==> src/rtl/rx_frame_ctrl_pkg.sv <==
// Shared types and default sizing for the rx frame controller.
package rx_frame_ctrl_pkg;

   typedef enum logic [1:0] {
      IDLE   = 2'd0,
      HEADER = 2'd1,
      DATA   = 2'd2,
      DROP   = 2'd3
   } rx_fsm_e;

   localparam int RX_HDR_BYTES = 14;
   localparam int RX_MIN_FRAME = 60;
   localparam int RX_MAX_FRAME = 1514;

endpackage

==> src/rtl/rx_frame_ctrl_byte_cnt.sv <==
// Saturating frame byte counter with clear, enable and terminal-count compares.
module rx_byte_cnt #(
   parameter int CNT_W     = 11,
   parameter int HDR_BYTES = 14,
   parameter int MAX_FRAME = 1514
) (
   input  logic             clk,
   input  logic             rst_n,
   input  logic             clr,
   input  logic             en,
   output logic [CNT_W-1:0] cnt,
   output logic             hdr_end,
   output logic             max_hit
);

   localparam logic [CNT_W-1:0] MAX_VAL  = CNT_W'(MAX_FRAME);
   localparam logic [CNT_W-1:0] HDR_LAST = CNT_W'(HDR_BYTES - 1);
   localparam logic [CNT_W-1:0] MAX_LAST = CNT_W'(MAX_FRAME - 1);

   logic [CNT_W-1:0] cnt_reg;

   // Clear wins over enable so the terminating beat leaves the counter at zero.
   always_ff @(posedge clk) begin
      if (!rst_n || clr) begin
         cnt_reg <= '0;
      end else if (en && cnt_reg != MAX_VAL) begin
         cnt_reg <= cnt_reg + CNT_W'(1);
      end
   end

   assign cnt     = cnt_reg;
   assign hdr_end = (cnt_reg == HDR_LAST);
   assign max_hit = (cnt_reg == MAX_LAST);

endmodule

==> src/rtl/rx_frame_ctrl.sv <==
// Rx frame controller: steers MAC bytes to header capture or rx buffer and reports per-frame status.
module rx_frame_ctrl
   import rx_frame_ctrl_pkg::*;
#(
   parameter int   HDR_BYTES = RX_HDR_BYTES,
   parameter int   MIN_FRAME = RX_MIN_FRAME,
   parameter int   MAX_FRAME = RX_MAX_FRAME,
   localparam int  CNT_W     = $clog2(MAX_FRAME + 1)
) (
   input  logic             clk,
   input  logic             rst_n,
   input  logic             rx_axis_tvalid,
   input  logic             rx_axis_tlast,
   input  logic             rx_axis_tuser,
   output logic             rx_axis_tready,
   input  logic             brx_full,
   output logic             header_en,
   output logic [7:0]       hdr_idx,
   output logic             brx_valid,
   output logic             brx_last,
   output logic             brx_drop,
   output logic             frame_done,
   output logic [CNT_W-1:0] frame_len,
   output logic             err_runt,
   output logic             err_long,
   output logic             err_bad
);

   localparam logic [CNT_W-1:0] MAX_VAL = CNT_W'(MAX_FRAME);

   rx_fsm_e          state_reg, state_next;
   logic [CNT_W-1:0] byte_cnt;
   logic [CNT_W:0]   len_inc;
   logic             hdr_end, max_hit, acc, cnt_clr;
   logic             term, t_runt, t_long, t_bad;
   logic             frame_done_reg, err_runt_reg, err_long_reg, err_bad_reg;
   logic [CNT_W-1:0] frame_len_reg;

   rx_byte_cnt #(
      .CNT_W     (CNT_W),
      .HDR_BYTES (HDR_BYTES),
      .MAX_FRAME (MAX_FRAME)
   ) u_byte_cnt (
      .clk     (clk),
      .rst_n   (rst_n),
      .clr     (cnt_clr),
      .en      (acc),
      .cnt     (byte_cnt),
      .hdr_end (hdr_end),
      .max_hit (max_hit)
   );

   // tready is resolved first so the acceptance strobe has no loop through the FSM decode.
   assign rx_axis_tready = rst_n && ((state_reg == HEADER) || (state_reg == DROP) ||
                                     (state_reg == DATA && !brx_full));
   assign acc     = rx_axis_tvalid && rx_axis_tready;
   assign len_inc = {1'b0, byte_cnt} + (CNT_W + 1)'(1);
   assign cnt_clr = (state_reg != IDLE) && (state_next == IDLE);

   always_comb begin
      state_next = state_reg;
      header_en  = 1'b0;
      hdr_idx    = 8'd0;
      brx_valid  = 1'b0;
      brx_last   = 1'b0;
      brx_drop   = 1'b0;
      term       = 1'b0;
      t_runt     = 1'b0;
      t_long     = 1'b0;
      t_bad      = 1'b0;
      case (state_reg)
         IDLE: begin
            if (rx_axis_tvalid) state_next = HEADER;
         end
         HEADER: begin
            header_en = rx_axis_tvalid;
            hdr_idx   = 8'(byte_cnt);
            if (acc && rx_axis_tlast) begin
               state_next = IDLE;
               term       = 1'b1;
               t_runt     = 1'b1;
               t_bad      = rx_axis_tuser;
            end else if (acc && hdr_end) begin
               state_next = DATA;
            end
         end
         DATA: begin
            brx_valid = acc;
            // A last beat landing on the size limit is still a legal end of frame.
            if (acc && rx_axis_tlast) begin
               state_next = IDLE;
               brx_last   = 1'b1;
               term       = 1'b1;
               t_bad      = rx_axis_tuser;
               t_runt     = (len_inc < (CNT_W + 1)'(MIN_FRAME));
               brx_drop   = rx_axis_tuser || (len_inc < (CNT_W + 1)'(MIN_FRAME));
            end else if (acc && max_hit) begin
               state_next = DROP;
               brx_valid  = 1'b0;
               brx_drop   = 1'b1;
            end
         end
         DROP: begin
            if (acc && rx_axis_tlast) begin
               state_next = IDLE;
               term       = 1'b1;
               t_long     = 1'b1;
            end
         end
         default: state_next = IDLE;
      endcase
      if (!rst_n) begin
         header_en = 1'b0;
         hdr_idx   = 8'd0;
      end
   end

   always_ff @(posedge clk) begin
      if (!rst_n) begin
         state_reg      <= IDLE;
         frame_done_reg <= 1'b0;
         frame_len_reg  <= '0;
         err_runt_reg   <= 1'b0;
         err_long_reg   <= 1'b0;
         err_bad_reg    <= 1'b0;
      end else begin
         state_reg      <= state_next;
         frame_done_reg <= term;
         if (term) begin
            frame_len_reg <= (byte_cnt == MAX_VAL) ? byte_cnt : len_inc[CNT_W-1:0];
            err_runt_reg  <= t_runt;
            err_long_reg  <= t_long;
            err_bad_reg   <= t_bad;
         end
      end
   end

   assign frame_done = frame_done_reg;
   assign frame_len  = frame_len_reg;
   assign err_runt   = err_runt_reg;
   assign err_long   = err_long_reg;
   assign err_bad    = err_bad_reg;

endmodule
==> config.mk <==
export PLATFORM = sky130hd
export DESIGN_NAME = rx_frame_ctrl
export DESIGN_NICKNAME = d
export VERILOG_FILES = /design/src/rtl/rx_frame_ctrl_pkg.sv /design/src/rtl/rx_frame_ctrl_byte_cnt.sv /design/src/rtl/rx_frame_ctrl.sv
export SDC_FILE = /design/constraint.sdc
export NUM_CORES = 1
export LEC_CHECK = 0
export ABC_CLOCK_PERIOD_IN_PS = 3800
export CORE_ASPECT_RATIO = 1.1
export CORE_UTILIZATION = 50
export DETAILED_ROUTE_END_ITERATION = 8
export DONT_BUFFER_PORTS = 1
export GPL_TIMING_DRIVEN = 1
export PLACE_DENSITY = 0.76
export SLEW_MARGIN = 10
export SYNTH_ARGS = -nofsm -noshare
export SYNTH_HDL_FRONTEND = slang
export SYNTH_SLANG_ARGS = --single-unit
==> constraint.sdc <==
create_clock -name clk -period 3.8 [get_ports clk]
set_clock_uncertainty 0.15 [all_clocks]
set_input_delay 0.76 -clock clk [delete_from_list [all_inputs] [get_ports clk]]
set_output_delay 0.76 -clock clk [all_outputs]
set_load 0.005 [all_outputs]
-- Word-level counts from Yosys, hierarchy flattened
Cells that the tools add are included.
- $mul: 0
- shift operators: 0
- bitwise operators: 0
- divide/modulo/power cells: 0
- eq/ne operators: 7
- order comparisons: 1
- add/subtract/negate cells: 2
- mux-type cells: 26
- reductions and logical operators: 19
- operators by type and width (cell ; number):
    $eq 11x11->1 const B ; 2
    $mux 8 ; 2
    $mux 1 ; 15
    $add 11x1->12 const B ; 1
    $lt 12x6->1 const B ; 1
    $mux 2 ; 6
    $add 11x1->11 const B ; 1
    $eq 11x4->1 const B ; 1
    $mux 11 ; 1
    $ne 11x11->1 const B ; 1
    $logic_and 1x1->1 ; 8
    $pmux 2 s4 ; 1
    $eq 2x2->1 const B ; 2
    $logic_not 2->1 ; 2
    $logic_or 1x1->1 ; 4
    $reduce_or 3->1 ; 1
    $eq 2x1->1 const B ; 1
    $logic_not 1->1 ; 2
    $pmux 1 s2 ; 1
    $reduce_bool 2->1 ; 1
    $reduce_or 2->1 ; 1
- ROM bits: 0
- memories: 0
- latch bits: 0
- output and inout bits: 28
- bits of input ports: 6
- bits in writable memories: 0
- flip-flop bits (word level): 28

-- Logic depth before layout (Yosys ltp)
- depth in word-level cells: 12
- gate-level depth with buffers: 10
- gate-level depth less buffers: 9

-- Hierarchy
Synthesis repeated with hierarchy kept, for this count alone.
- cells, all modules: 238
- area total of the unflattened synthesis: 1980.6 µm²
- by module, submodules not included (module ; area each (µm²) ; times used ; seq. area each (µm²) ; cells each):
    rx_frame_ctrl ; 1313.8 ; 1 ; 340.3 ; 163
    rx_byte_cnt ; 666.9 ; 1 ; 220.2 ; 75

-- Worst setup path after synthesis
OpenSTA, ideal clock, no wires.
- kind: input-to-output
- start point: input port rst_n
- end point: output port rx_axis_tready
- stages on the path: 4
- slack: 1.270 ns
- arrival: 1.620 ns
- path through: clkbuf_1 clkinv_1 clkbuf_1 a21oi_1
- word-level cells in the longest chain between the ends: 1
- RTL lines (what ; RTL line ; RTL):
    start, declared ; rx_frame_ctrl.sv:11 ; input logic rst_n,
    $logic_and 1x1->1 ; rx_frame_ctrl.sv:54 ; assign rx_axis_tready = rst_n && ((state_reg == HEADER) || (state_reg == DROP) ||
    end, declared ; rx_frame_ctrl.sv:15 ; output logic rx_axis_tready,
No other way between the ends.

-- Final worst setup path
- start point: register u_byte_cnt.cnt_reg[1] (netlist: u_byte_cnt.cnt[1])
- end point: output port brx_drop
- word-level cells in the longest chain between the ends: 5
- RTL lines (what ; RTL line ; RTL):
    start, declared ; rx_frame_ctrl_byte_cnt.sv:20 ; logic [CNT_W-1:0] cnt_reg;
    start signal, assigned ; rx_frame_ctrl_byte_cnt.sv:27 ; cnt_reg <= cnt_reg + CNT_W'(1);
    $add 11x1->12 or $eq 11x11->1 (tied branches) ; rx_frame_ctrl.sv:57, rx_frame_ctrl_byte_cnt.sv:33 ;
    $lt 12x6->1 or $logic_and 1x1->1 (tied branches) ; rx_frame_ctrl.sv:96, rx_frame_ctrl.sv:97 ;
    $logic_or 1x1->1 or $mux 1 (tied branches) ; rx_frame_ctrl.sv:96, rx_frame_ctrl.sv:97 ;
    $mux 1 (*) ; rx_frame_ctrl.sv:90 ; if (acc && rx_axis_tlast) begin
    $mux 1 (*) ; rx_frame_ctrl.sv:71 ; case (state_reg)
    end, declared ; rx_frame_ctrl.sv:21 ; output logic brx_drop,
Mark *: on every way between the ends. The rest lies on a longest branch, timed or not.

==> flow_summary.yaml <==
status:
  status: "finished, final reports clean"
drt:
  antenna_left: 0
  routed_wl_microns: 3840
  wl_per_cell_microns: 14.8
  drtIter0Drc: 99
  route.detailed.drc: 0
  routed_via_density: 5.95
  vias: 1541
  dr.pass1.iters: 4
cts:
  hold_buffers: 0
  h-tree-depth: 1
  numCtsBuffers: 3
  ctsResizeCount: 0
  cts-root-buf: "clkbuf_4"
  cts_buffer_depth: 2
  cts_tree: "done"
  cts_setup_buffers: 0
  path_clk_slew_ps: 140
  clock_sinks: 28
  clk_latency_ps: 340
yosys:
  synth_most_common_cell: "dfxtp_1"
  synth_nets: 236
  synth_area_per_cell_sq_um: 8.18
  synthArstFlopShare_pct: 0
  synth_commonest_cells: "dfxtp_1 (28), nand2_1 (24), nor2_1 (21)"
  synth_flop_cell: "dfxtp_1"
  synth_top_area_share_pct: 30.9
  ys_seq_area_share_pct: 30.9
  synth_area_sq_um: 1820
  synth_edf_count: 0
  ys_warn_count: 0
  ys_ff_latch: 28
  synth_cells: 222
  synth_top_cell_by_area: "dfxtp_1"
  synth_area_leaders: "dfxtp_1 (31%), a211oi_2 (5.5%), ha_1 (5.5%)"
  yosysUniqueCellTypes: 47
timing:
  hold_violations: 0
  setup_tns_ps: 0
  rsz0062_at_grt: "false"
  post-route-period-util_pct: 84.1
  max_slew_margin_pct: 64.5
  slew_viol_final: 0
  timing.final.crit_period_ps: 3200
  max_freq_mhz: 313
  worst_pin_slew_ps: 528
  setup_viol: 0
  fin_ws_ps: 605
global_routing:
  grt_max_degree: 27
  antenna_found_initial: 0
  grt_pass1_vias: 1346
  track_usage_pct: 21.3
  grt_pass1_wl_microns: 6400
  gr-total-overflow: 0
critical_path:
  crit_type: "reg2out"
  cp.required_ps: 2890
  crit_slowest_cell: "dfxtp_1"
  crit_end: "brx_drop"
  critPathCaptureType: "primary output"
  reg2reg_to: "err_runt"
  reg2reg_depth: 10
  path_max_fanout: 9
  startpoint: "u_byte_cnt.cnt[1]"
  cp.arrival_ps: 2290
  crit_chain: "ha_1 -> nand3_1 -> nor3_1 -> xnor2_1 -> nand4_1 -> o21ai_0"
  max_stage_delay_ps: 520
  rrSetupSlack_ps: 1280
  start_kind: "flop"
  rr_startpoint: "state_reg[1]"
placement:
  gp_congestion: 0.895
  pre_cts_ws_ps: 1040
  hpwl_microns: 2910
  numPortBuffers: 0
layout:
  seqCellArea_sq_um: 561
  multi_input_area_sq_um: 1120
  final_nets: 226
  area_growth_pct: 1.93
  final_layout_size_suffix_gt1_share_pct: 10.9
  fillers: 339
  n_antenna_cell: 0
power_and_ir_drop:
  power_density_nw_per_um2: 297
  peakVddDrop_mv: 0.192
  p_total_uw: 551
  p_leak_uw: 0.000603
floorplanning:
  core_sq_um: 3410
  start_util_pct: 53.2
  die-width_microns: 59.5
  num_io_pins: 34
  fp-row-count: 22
  die_h_microns: 65.2
  dieArea_sq_um: 3880
hold_path:
  min_path_type: "reg2reg"
run:
  maxCapViolations: 0
[cell families (layout without fill, tap and decap cells)]
group | after synthesis | in the layout | synth area share, %
compound gates | 49 | 49 | 20.5
xor+xnor | 20 | 20 | 9.64
fa+ha+maj | 8 | 8 | 5.51
buf+inv | 27 | 16 | 7.37
flops | 28 | 28 | 30.9
mux | 1 | 1 | 0.551
simple gates | 89 | 89 | 25.6
[routing by layer]
metal | share of wire, % | vias to the layer above | GRT usage [%]
met3 | 6.2 | 11 | 3.94
met4 | 3.1 | 0 | 10.4
met2 | 45 | 58 | 32.2
met1 | 45 | 710 | 28.6
met5 | 0 | - | 0
li1 | - | 762 | -
[worst max-delay path: cells and delay by family, from the launching register on]
| family | cells | cell delay (ps) |
|---|---|---|
| XOR/XNOR | 1 | 190 |
| AO/OA/AOI/OAI | 1 | 150 |
| adder cells (fa/ha/maj) | 1 | 310 |
| flip-flops | 1 | 520 |
| AND/OR/NAND/NOR | 3 | 790 |
[cells in the final DEF (no fill, tap or decap), drive strengths merged, types with 3 or more instances in the layout]
cell and n:
dfxtp 28, nand2 24, nor2 21, a211oi 18, a21oi 14, nand3 12
xnor2 10, xor2 10, ha 8, inv 8, and3 6, o21ai 6
nand4 5, and4 4, clkbuf 3, buf 3, and3b 3
[layout make-up]
| class | count | area share, % |
|---|---|---|
| Timing Repair Buffer | 3 | 1.22 |
| Clock inverter | 1 | 1.62 |
| Tap cell | 48 | 3.24 |
| Clock buffer | 3 | 1.22 |
| Multi-Input combinational cell | 167 | 60.6 |
| Inverter | 9 | 1.82 |
| Sequential cell | 28 | 30.3 |
[stage by stage]
step | std cells | area [sq um] | hold WS (ps) | util, %
5_1_grt | 259 | 1850 | 355 | 54.3
3_3_place_gp | 255 | 1800 | 308 | 52.7
3_5_place_dp | 255 | 1800 | 311 | 52.7
2_1_floorplan | 222 | 1820 | 298 | -
4_1_cts | 259 | 1850 | 330 | 54.3
6_report | 259 | 1850 | 328 | 54.3
[worst min path at each step]
stage / slack [ps] / start / cells after the start / end
2_1_floorplan: 300 / frame_len[0] / 2 / frame_len[0]
3_3_place_gp: 310 / frame_len[1] / 2 / frame_len[1]
3_5_place_dp: 310 / frame_len[2] / 2 / frame_len[2]
4_1_cts: 330 / frame_len[2] / 2 / frame_len[2]
5_1_grt: 360 / err_long / 2 / err_long
6_report: 330 / frame_len[2] / 2 / frame_len[2]
[power breakdown]
part / switching, uW / leakage, uW / total, uW / internal, uW
Sequential: 4.07 / 0.000226 / 301 / 297
Clock: 89.5 / 0.0000279 / 196 / 107
Combinational: 35.8 / 0.000349 / 53.2 / 17.4
Total: 129 / 0.000603 / 551 / 421
Note: power is estimated with default switching activity, not from simulation.
